File: src/rtl/dma_pkg.sv
`default_nettype none
// +--------------------------------------------------------------------+
// | dma_pkg : shared types and defaults for the DMA channel scheduler  |
// | rev 1.0                                                            |
// +--------------------------------------------------------------------+
package dma_pkg;

  localparam int ADDR_W_DEFAULT      = 32;
  localparam int DMA_TIMEOUT_DEFAULT = 1024;

  typedef enum logic [2:0] {
    IDLE  = 3'd0,
    START = 3'd1,
    WAIT  = 3'd2,
    DONE  = 3'd3,
    ERR   = 3'd4
  } sched_state_t;

endpackage
`default_nettype wire

File: src/rtl/dma_rr_arbiter.sv
`default_nettype none
// +--------------------------------------------------------------------+
// | dma_rr_arbiter : combinational round-robin pick from a pointer     |
// | rev 1.0                                                            |
// +--------------------------------------------------------------------+
module dma_rr_arbiter
  import dma_pkg::*;
#(
  parameter int NUM_CH = 4
) (
  input  logic [NUM_CH-1:0]         eligible_i,
  input  logic [$clog2(NUM_CH)-1:0] ptr_i,
  output logic [$clog2(NUM_CH)-1:0] grant_idx_o,
  output logic                      valid_o
);

  localparam int CH_W = $clog2(NUM_CH);

  logic [NUM_CH-1:0] w_rot;
  logic [CH_W-1:0]   w_off;
  logic [CH_W:0]     w_sum;

  // Rotate so bit 0 is the channel at the pointer; lowest set bit wins.
  assign w_rot = NUM_CH'({eligible_i, eligible_i} >> ptr_i);

  always_comb begin
    w_off   = '0;
    valid_o = 1'b0;
    for (int i = NUM_CH - 1; i >= 0; i--) begin
      if (w_rot[i]) begin
        w_off   = CH_W'(i);
        valid_o = 1'b1;
      end
    end
  end

  assign w_sum       = {1'b0, ptr_i} + {1'b0, w_off};
  assign grant_idx_o = (w_sum >= (CH_W+1)'(NUM_CH)) ? CH_W'(w_sum - (CH_W+1)'(NUM_CH))
                                                    : CH_W'(w_sum);

endmodule
`default_nettype wire

File: src/rtl/dma_channel_scheduler.sv
`default_nettype none
// +--------------------------------------------------------------------+
// | dma_channel_scheduler : shares one DMA engine between NUM_CH chans |
// | rev 1.0                                                            |
// +--------------------------------------------------------------------+
module dma_channel_scheduler
  import dma_pkg::*;
#(
  parameter int NUM_CH      = 4,
  parameter int ADDR_W      = ADDR_W_DEFAULT,
  parameter int TIMEOUT_CYC = DMA_TIMEOUT_DEFAULT
) (
  input  logic                       clk,
  input  logic                       reset,
  input  logic [NUM_CH-1:0]          ch_req,
  input  logic [NUM_CH-1:0]          ch_enable,
  input  logic [NUM_CH*ADDR_W-1:0]   ch_src,
  input  logic [NUM_CH*ADDR_W-1:0]   ch_dst,
  input  logic [NUM_CH*ADDR_W-1:0]   ch_size,
  output logic [NUM_CH-1:0]          ch_grant,
  output logic [NUM_CH-1:0]          ch_done,
  output logic [NUM_CH-1:0]          ch_err,
  output logic                       busy,
  output logic [$clog2(NUM_CH)-1:0]  active_ch,
  output logic                       dma_start,
  input  logic                       dma_done,
  output logic [ADDR_W-1:0]          source_addr,
  output logic [ADDR_W-1:0]          dest_addr,
  output logic [ADDR_W-1:0]          transfer_size
);

  localparam int CH_W = $clog2(NUM_CH);
  localparam int WD_W = (TIMEOUT_CYC > 2) ? $clog2(TIMEOUT_CYC) : 1;
  localparam logic [WD_W-1:0] WD_LAST = WD_W'(TIMEOUT_CYC - 1);

  sched_state_t      state_q, state_d;
  logic [NUM_CH-1:0] grant_q, grant_d;
  logic [NUM_CH-1:0] done_q, done_d;
  logic [NUM_CH-1:0] err_q, err_d;
  logic              busy_q, busy_d;
  logic [CH_W-1:0]   active_q, active_d;
  logic [CH_W-1:0]   ptr_q, ptr_d;
  logic              start_q, start_d;
  logic [WD_W-1:0]   wd_q, wd_d;
  logic [ADDR_W-1:0] src_q, src_d;
  logic [ADDR_W-1:0] dst_q, dst_d;
  logic [ADDR_W-1:0] size_q, size_d;

  logic [ADDR_W-1:0] w_src  [NUM_CH];
  logic [ADDR_W-1:0] w_dst  [NUM_CH];
  logic [ADDR_W-1:0] w_size [NUM_CH];
  logic [CH_W-1:0]   w_arb_idx;
  logic              w_arb_valid;

  for (genvar gi = 0; gi < NUM_CH; gi++) begin : g_unpack
    assign w_src[gi]  = ch_src[gi*ADDR_W +: ADDR_W];
    assign w_dst[gi]  = ch_dst[gi*ADDR_W +: ADDR_W];
    assign w_size[gi] = ch_size[gi*ADDR_W +: ADDR_W];
  end

  dma_rr_arbiter #(
    .NUM_CH (NUM_CH)
  ) u_arb (
    .eligible_i  (ch_req & ch_enable),
    .ptr_i       (ptr_q),
    .grant_idx_o (w_arb_idx),
    .valid_o     (w_arb_valid)
  );

  always_comb begin
    state_d  = state_q;
    grant_d  = grant_q;
    done_d   = '0;
    err_d    = '0;
    busy_d   = busy_q;
    active_d = active_q;
    ptr_d    = ptr_q;
    start_d  = start_q;
    wd_d     = wd_q;
    src_d    = src_q;
    dst_d    = dst_q;
    size_d   = size_q;
    unique case (state_q)
      IDLE: begin
        if (w_arb_valid) begin
          grant_d  = NUM_CH'(1) << w_arb_idx;
          active_d = w_arb_idx;
          busy_d   = 1'b1;
          src_d    = w_src[w_arb_idx];
          dst_d    = w_dst[w_arb_idx];
          size_d   = w_size[w_arb_idx];
          // Zero-length transfers complete without touching the engine.
          state_d  = (w_size[w_arb_idx] == '0) ? DONE : START;
        end
      end
      START: begin
        start_d = 1'b1;
        wd_d    = '0;
        state_d = WAIT;
      end
      WAIT: begin
        if (dma_done) begin
          start_d = 1'b0;
          state_d = DONE;
        end else if (wd_q == WD_LAST) begin
          start_d = 1'b0;
          state_d = ERR;
        end else begin
          wd_d = wd_q + 1'b1;
        end
      end
      DONE, ERR: begin
        if (state_q == DONE) done_d = grant_q;
        else                 err_d  = grant_q;
        grant_d  = '0;
        busy_d   = 1'b0;
        active_d = '0;
        // Advance past the finishing channel even on error so a hung one cannot starve the rest.
        ptr_d    = (active_q == CH_W'(NUM_CH - 1)) ? '0 : active_q + 1'b1;
        state_d  = IDLE;
      end
      default: state_d = IDLE;
    endcase
  end

  always_ff @(posedge clk) begin
    if (reset) begin
      state_q  <= IDLE;
      grant_q  <= '0;
      done_q   <= '0;
      err_q    <= '0;
      busy_q   <= 1'b0;
      active_q <= '0;
      ptr_q    <= '0;
      start_q  <= 1'b0;
      wd_q     <= '0;
      src_q    <= '0;
      dst_q    <= '0;
      size_q   <= '0;
    end else begin
      state_q  <= state_d;
      grant_q  <= grant_d;
      done_q   <= done_d;
      err_q    <= err_d;
      busy_q   <= busy_d;
      active_q <= active_d;
      ptr_q    <= ptr_d;
      start_q  <= start_d;
      wd_q     <= wd_d;
      src_q    <= src_d;
      dst_q    <= dst_d;
      size_q   <= size_d;
    end
  end

  assign ch_grant      = grant_q;
  assign ch_done       = done_q;
  assign ch_err        = err_q;
  assign busy          = busy_q;
  assign active_ch     = active_q;
  assign dma_start     = start_q;
  assign source_addr   = src_q;
  assign dest_addr     = dst_q;
  assign transfer_size = size_q;

endmodule
`default_nettype wire

File: config.mk
export PLATFORM = sky130hd
export DESIGN_NAME = dma_channel_scheduler
export DESIGN_NICKNAME = d
export VERILOG_FILES = /design/src/rtl/dma_pkg.sv /design/src/rtl/dma_rr_arbiter.sv /design/src/rtl/dma_channel_scheduler.sv
export SDC_FILE = /design/constraint.sdc
export NUM_CORES = 1
export LEC_CHECK = 0
export CORE_AREA = 2 2 197 199
export CTS_BUF_LIST = sky130_fd_sc_hd__clkbuf_8
export DETAILED_ROUTE_END_ITERATION = 12
export DIE_AREA = 0 0 199 201
export PLACE_DENSITY = 0.48
export SLEW_MARGIN = 20
export SYNTH_ARGS = -nofsm -noshare
export SYNTH_HDL_FRONTEND = slang
export SYNTH_SLANG_ARGS = --single-unit
File: constraint.sdc
create_clock -name clk -period 6 [get_ports clk]
set_input_delay 1.8 -clock clk [delete_from_list [all_inputs] [get_ports clk]]
set_output_delay 1.8 -clock clk [all_outputs]
set_load 0.05 [all_outputs]
==> key figures, run 1 <==
Floorplan
  • Rows: 72
  • Effective utilization at floorplan: 18.5%
  • IO Pins: 507
  • Die area: 40000 sq um
  • Die Y: between 200 and 250 um
  • DIE WIDTH: roughly 200 um
  • Core Region: 38100 sq um

Timing
  • Final critical-path share of the clock period: 83.9%
  • Max Freq: 0.199 GHz
  • Unrepaired setup endpoints after global routing: false
  • Setup TNS: 0 ns
  • Slew Viols, Final: 0
  • Final worst path period need: 5.03 ns
  • Clock Skews: 0.0171 ns
  • Final Setup Violations: 0
  • Hold Slack: 0.455 ns
  • Slew margin rel.: 37.4%
  • Final Hold Viols: 0
  • Slew @ Worst Pin: 0.938 ns

Clock network
  • Cts repair resizes: 0
  • Clock Sinks: 127
  • Total CTS buffers: 17
  • Root Driver: clkbuf_8
  • CTS tree: done
  • H-Tree Depth: 4
  • Cts hold-fix bufs: 0
  • Clk_lat worst skew: 0.45 ns
  • CTS max path bufs: 2
  • Post-CTS Repair Setup Buffers: 0
  • Clk slew on worst S/H paths: 0.08 ns

Detailed routing
  • DRT antenna net count: 0
  • First-pass DRT Iterations: 4
  • Via count: 7492
  • Number of remaining DRC errors: 0
  • WL per Instance: 20.2 um
  • Routed WL: 34700 um
  • Number of vias per cell: approximately 4.4
  • Initial DRC count: ~370

Synthesis
  • Ys async rst share: 0%
  • Synth Instances: between 700 and 800
  • Synth area leaders: dfxtp_1 36%, mux4_2 29%, nand2_1 11%
  • Synth Register Bits: between 100 and 150
  • Syn Area/Cell: ~10 sq um
  • Cell area after synthesis: 7060 sq um
  • Synth area leader: dfxtp_1
  • Syn Nets: 1110
  • Sequential area share after synthesis: between 30% and 40%
  • Warnings from Yosys: 0
  • Synth Flop Type: dfxtp_1
  • Yosys top cell area share: between 30% and 40%
  • Post-synth EDFFs: 0
  • Netlist cell types: 46

Layout
  • Area Growth Syn to Fin: 84.8%
  • Multi-input gate area: about 4200 sq um
  • Final net count: 1586
  • Fill cells: 3967
  • Post-route cell area: ~13000 sq um
  • Reg area: 2540 sq um
  • Post-Route Utilization: around 34%
  • Share of layout cells above drive strength 1: 11.5%

Setup path
  • R2R depth: 11
  • Crit path buf inv count: 2
  • CP dominant cell by count: nor4_1
  • Reg-to-Reg Start: ptr_q[0]
  • Critical-path cell list: clkdlybuf4s50_1 > and3b_1 > a31o_1 > o32ai_1 > ha_4 > xor2_4 > buf_4 > mux4_1 > nor4_1 > nand4_1 > nor4_1 > o2111a_1
  • Critical Path Source Type: input pin
  • Slowest CP cell: clkdlybuf4s50_1
  • Worst EP required: roughly 6.4 ns
  • CP max stage delay: approximately 0.42 ns
  • CP max FO: 32
  • Top delay family on crit path: simple AND/OR/NAND/NOR gates
  • Reg2Reg Setup Slack: 2.11 ns
  • R2r endpoint: state_q[1]
  • WP data arrival: between 5 and 6 ns
  • CP endpoint kind: flop
  • Crit path kind: in2reg

Status
  • Status: completed

Hold path
  • HP Start: dest_addr[1]
  • Hold path endpoint: dest_addr[1]
  • Hold Path Stages: 2
  • HP Class: reg2reg

Placement
  • Dpl hpwl: 27800 um
  • I/O Buffers: 506
  • GPL Wtd Cong: 0.997
  • Post-Place Cell Area: ~13000 sq um

Flow run
  • Max-cap violations: 0

Pwr
  • Cell Pwr Density: 260 nW/um^2
  • IR drop worst, VDD: roughly 0.00011 V
  • Final Power: 3390 uW
  • Leakage Power: 0.00455 uW

Global routing
  • GRT Resource Usage Total: 17.1%
  • Largest net degree at the start of global routing: 67
  • Number of global-route vias before repair: 7786
  • GRT Residual Overflow: 0
  • Initial antenna violation count: 1
  • Global-route wire length before repair: 50200 um
## layout by cell type, fill, tap and decap left out, types with 3 or more instances in the layout
cell type / count
inv_1: 7
nand4_1: 4
xor2_1: 5
buf_4: 9
nor3_1: 5
clkdlybuf4s50_1: 505
bufinv_16: 3
clkbuf_8: 19
nor4_1: 8
nand2_1: 202
mux4_1: 3
mux4_2: 92
or3_1: 3
buf_12: 3
clkinv_2: 4
o21ai_0: 4
dfxtp_1: 127
o21ai_1: 3
nor2_1: 20
mux2i_1: 9
a21oi_1: 109
nand3_1: 12
and2_1: 8
## cell type report
class | count | area share [%]
tap | 518 | 4.97
inverter | 4 | 0.115
antenna | 1 | 0.0192
clock inverter | 13 | 1.12
sequential | 127 | 19.5
clock buffer | 19 | 2.00
timing repair buffer | 517 | 39.7
multi-input combinational | 521 | 32.6
## state kept, by name (all words and copies together), names as in the netlist
register / flops
ch_grant: 4
transfer_size: 32
state_q: 3
dest_addr: 32
source_addr: 32
ch_err: 4
ptr_q: 2
busy: 1
active_ch: 2
ch_done: 4
wd_q: 10
dma_start: 1
## synthesized netlist by cell type (3+ instances only)
| master | instances |
|---|---|
| o21ai_0 | 4 |
| o21ai_1 | 3 |
| buf_2 | 7 |
| nor4_1 | 8 |
| nand4_1 | 4 |
| mux4_2 | 92 |
| nand3_1 | 12 |
| buf_4 | 5 |
| dfxtp_1 | 127 |
| a21oi_1 | 109 |
| nor2_1 | 20 |
| and2_1 | 9 |
| buf_6 | 3 |
| nor3_1 | 5 |
| clkbuf_1 | 44 |
| mux2i_1 | 9 |
| inv_1 | 4 |
| mux4_1 | 3 |
| ha_1 | 3 |
| xor2_1 | 5 |
| or3_1 | 3 |
| nand2_1 | 203 |
## where the power goes
group          internal [uW]  switching, uW
combinational            720            861
clock                    428            377
sequential               948           59.0
total                   2100           1300
## through the flow
| stage | std cells | worst slack, ns |
|---|---|---|
| after floorplan | 712 | 1.05 |
| after global placement | 1687 | 0.476 |
| after detailed placement | 1687 | 0.429 |
| after CTS | 1719 | 0.949 |
| after global routing | 1720 | 0.734 |
| final | 1720 | 0.968 |
## cells by family after synthesis
family / count (synthesis) / synth area share (%)
adders and majority gates: 4 / 0.727
muxes: 104 / 31.7
and+or+nand+nor: 277 / 16.5
buffers and inverters: 64 / 4.11
xor gates and xnor gates: 7 / 1.13
AOI/OAI and AO/OA: 129 / 9.77
DFF: 127 / 36.0
## layer usage
layer	part of all wire, %	vias to the layer above	global-route usage [%]
met2	50	309	29.8
met4	2.0	0	5.25
li1	-	3554	-
met3	6.9	32	4.59
met1	41	3597	20.3
met5	0	-	0
## worst max path at each step
| stage | depth (start not counted) | to | from |
|---|---|---|---|
| after CTS | 13 | state_q[1] | ch_req[2] |
| after global placement | 13 | state_q[1] | ch_req[2] |
| after global routing | 13 | state_q[1] | ch_req[2] |
| final | 12 | state_q[1] | ch_req[0] |
| after detailed placement | 12 | state_q[1] | ch_req[0] |
| after floorplan | 13 | state_q[1] | ch_req[2] |
## worst min-delay path: stages, from the launching register on
cell and delay [ns]:
dfxtp_1 0.31, nand2_1 0.05, a21oi_1 0.05
Note: power is estimated with default switching activity, not from simulation.
==> run 2: changes to the inputs <==
==> constraint.sdc (replaced) <==
create_clock -name clk -period 5.1 [get_ports clk]
set_input_delay 1.53 -clock clk [delete_from_list [all_inputs] [get_ports clk]]
set_output_delay 1.53 -clock clk [all_outputs]
set_load 0.05 [all_outputs]
==> run 2 against run 1 <==
Core utilization grew 0.069 points. Clock power grew 8.0%. Clock skew shrank 0.0074 ns. Setup slack lost 0.50 ns. Sequential share of layout area is essentially flat. Flip-flop and latch count is the same. First-iteration DRC count grew 6.0%. Critical path depth grew 3. Non-clock buffer count grew 7. Via count shrank 0.52%. Power grew 16%.
==> key figures, run 2 (synthesis gave the netlist of run 1 again) <==
Status
  • Status: completed

Clock network
  • Root Driver: clkbuf_8
  • CTS max path bufs: 2 (unchanged)
  • CTS tree: done
  • Total CTS buffers: 17 (unchanged)
  • Clock Sinks: 127 (unchanged)
  • Cts repair resizes: 0 (unchanged)
  • H-Tree Depth: 4 (unchanged)
  • Post-CTS Repair Setup Buffers: 0 (unchanged)
  • Clk_lat worst skew: 0.47 ns (+0.02 ns)
  • Cts hold-fix bufs: 0 (unchanged)
  • Clk slew on worst S/H paths: 0.08 ns (about the same)

Layout
  • Commonest non-fill, non-tap cells in the layout: 505 x clkdlybuf4s50_1, 202 x nand2_1, 127 x dfxtp_1
  • Finished Layout Cells: 1725 (+0.29%)
  • Ant diodes: 0 (-1)
  • Most common cell after layout, fill and taps aside: clkdlybuf4s50_1
  • Post-Route Utilization: 34.3% (+0.069 points)
  • Final net count: 1593 (+0.44%)
  • Reg area: 2540 sq um (unchanged)
  • Fill cells: 3927 (-1.0%)
  • Area Growth Syn to Fin: 85.2%
  • Share of layout cells above drive strength 1: 12.0% (+0.52 points)
  • Multi-input gate area: 4250 sq um (unchanged)

Setup path
  • R2r endpoint: state_q[1]
  • R2R depth: 12 (+1)
  • Reg2Reg Setup Slack: 1.42 ns (-0.69 ns)
  • CP endpoint kind: flop
  • Worst EP required: 5.51 ns (-0.88 ns)
  • CP max stage delay: 0.51 ns (+0.09 ns)
  • Slowest CP cell: mux4_2
  • CP max FO: 24 (-25%)
  • Reg-to-Reg Start: ptr_q[0]
  • Critical Path Source Type: input pin
  • Crit path kind: in2reg
  • Critical-path cell list: clkdlybuf4s50_1 > and3_1 > a31oi_1 > a21oi_1 > a21oi_1 > o32ai_1 > ha_4 > buf_12 > buf_4 > mux4_2 > nor4_1 > buf_4 > nand2_1 > nor4_1 > o2111a_1
  • WP data arrival: 5.04 ns (-0.39 ns)

Floorplan
  • Core Region: 38100 sq um (unchanged)
  • Die Y: 201 um (unchanged)
  • Effective utilization at floorplan: 18.5% (unchanged)
  • Rows: 72 (unchanged)
  • IO Pins: 507 (unchanged)
  • DIE WIDTH: 199 um (unchanged)
  • Die area: 40000 sq um (unchanged)

Detailed routing
  • WL per Instance: 19.8 um (-1.8%)
  • DRT antenna net count: 0 (unchanged)
  • Number of remaining DRC errors: 0 (unchanged)
  • Routed WL: 34200 um (-1.5%)
  • Initial DRC count: 389 (+6.0%)
  • First-pass DRT Iterations: 4 (unchanged)
  • Number of vias per cell: 4.32 (-0.81%)
  • Via count: 7453 (-0.52%)

Timing
  • Slew margin rel.: 34.3% (-3.2 points)
  • Final worst path period need: 4.63 ns
  • Clock Skews: 0.00971 ns (-0.00739 ns)
  • Final Hold Viols: 0 (unchanged)
  • Final Setup Violations: 0 (unchanged)
  • Slew Viols, Final: 0 (unchanged)
  • Final critical-path share of the clock period: 90.8%
  • Unrepaired setup endpoints after global routing: false
  • Max Freq: ~0.22 GHz
  • Slew @ Worst Pin: 0.986 ns (+0.0474 ns)

Placement
  • Placed Instances: 1694 (+0.41%)
  • Dpl hpwl: 27800 um (about the same)
  • I/O Buffers: 506 (unchanged)
  • GPL Wtd Cong: 0.909 (-8.8%)

Hold path
  • Hold Path Stages: 2 (unchanged)
  • HP Start: dest_addr[16]
  • Hold path endpoint: dest_addr[16]
  • HP Class: reg2reg

Global routing
  • Initial antenna violation count: 0 (-1)
  • GRT Residual Overflow: 0 (unchanged)
  • GRT Resource Usage Total: 16.8% (-0.24 points)
  • Largest net degree at the start of global routing: 64 (-4.5%)
  • Number of global-route vias before repair: 7802 (+0.21%)
  • Global-route wire length before repair: 49600 um (-1.2%)

Pwr
  • Cell Pwr Density: 300 nW/um^2 (+15%)
  • Leakage Power: 0.00456 uW (+0.27%)
  • Final Power: 3930 uW (+16%)
  • IR drop worst, VDD: 0.000119 V (+9.8%)

Flow run
  • Max-cap violations: 0 (unchanged)
-- run 2: changes by cell type in the layout (fill, tap and decap cells not counted), sizes merged --
cell      before  now
buf           12   19
bufinv         3    2
clkbuf        19   18
clkinvlp       1    3
diode          1    0
inv            8    7
-- run 2: cell type report --
| type | instances | share of cell area [%] |
|---|---|---|
| clock buffer | 18 | 1.89 |
| clock inverter | 13 | 0.947 |
| tap | 518 | 4.96 |
| timing repair buffer | 524 | 40.1 |
| sequential | 127 | 19.4 |
| inverter | 4 | 0.115 |
| multi-input combinational | 521 | 32.5 |
-- run 2: how the worst max path moves through the flow --
stage	start	end	slack (ns)	cells past startpoint
6_report	ch_req[2]	state_q[1]	0.47	15
5_1_grt	ch_req[2]	state_q[1]	0.34	15
4_1_cts	ch_req[2]	state_q[1]	0.50	15
3_5_place_dp	ch_req[2]	state_q[1]	-0.04	15
3_3_place_gp	ch_req[2]	state_q[1]	0.008	15
2_1_floorplan	ch_req[2]	state_q[1]	0.42	13
-- run 2: power breakdown --
group	total, uW	internal (uW)	leakage, uW	switching (uW)
sequential	1180	1120	0.00104	69.4
combinational	1870	857	0.00333	1010
clock	869	437	0.000193	432
total	3930	2410	0.00456	1520
-- run 2: critical path: cells and delay by family --
family	cells	cell delay (ns)
buffers and inverters	4	0.99
and+or+nand+nor	4	0.95
AOI/OAI and AO/OA	5	0.72
muxes	1	0.51
adders and majority gates	1	0.31
-- run 2: routing by layer --
metal  part of all wire, %  global-route usage, %  routed length (um)  up-vias
met5                     0                      0                   0        -
met4                   2.1                   5.60                 718        0
met3                   6.3                   3.60                2170       32
met2                    51                   29.7               17500      315
met1                    40                   20.2               13800     3535
li1                      -                      -                   -     3571
-- run 2: per-stage QoR --
stage	cell area [sq um]	hold slack [ns]	TNS (ns)	worst slack [ns]
after floorplan	7060	0.463	0	0.416
after global placement	12700	0.441	0	0.00824
after detailed placement	12700	0.446	-0.0373	-0.0373
after CTS	13100	0.457	0	0.504
after global routing	13100	0.474	0	0.342
final	13100	0.454	0	0.469
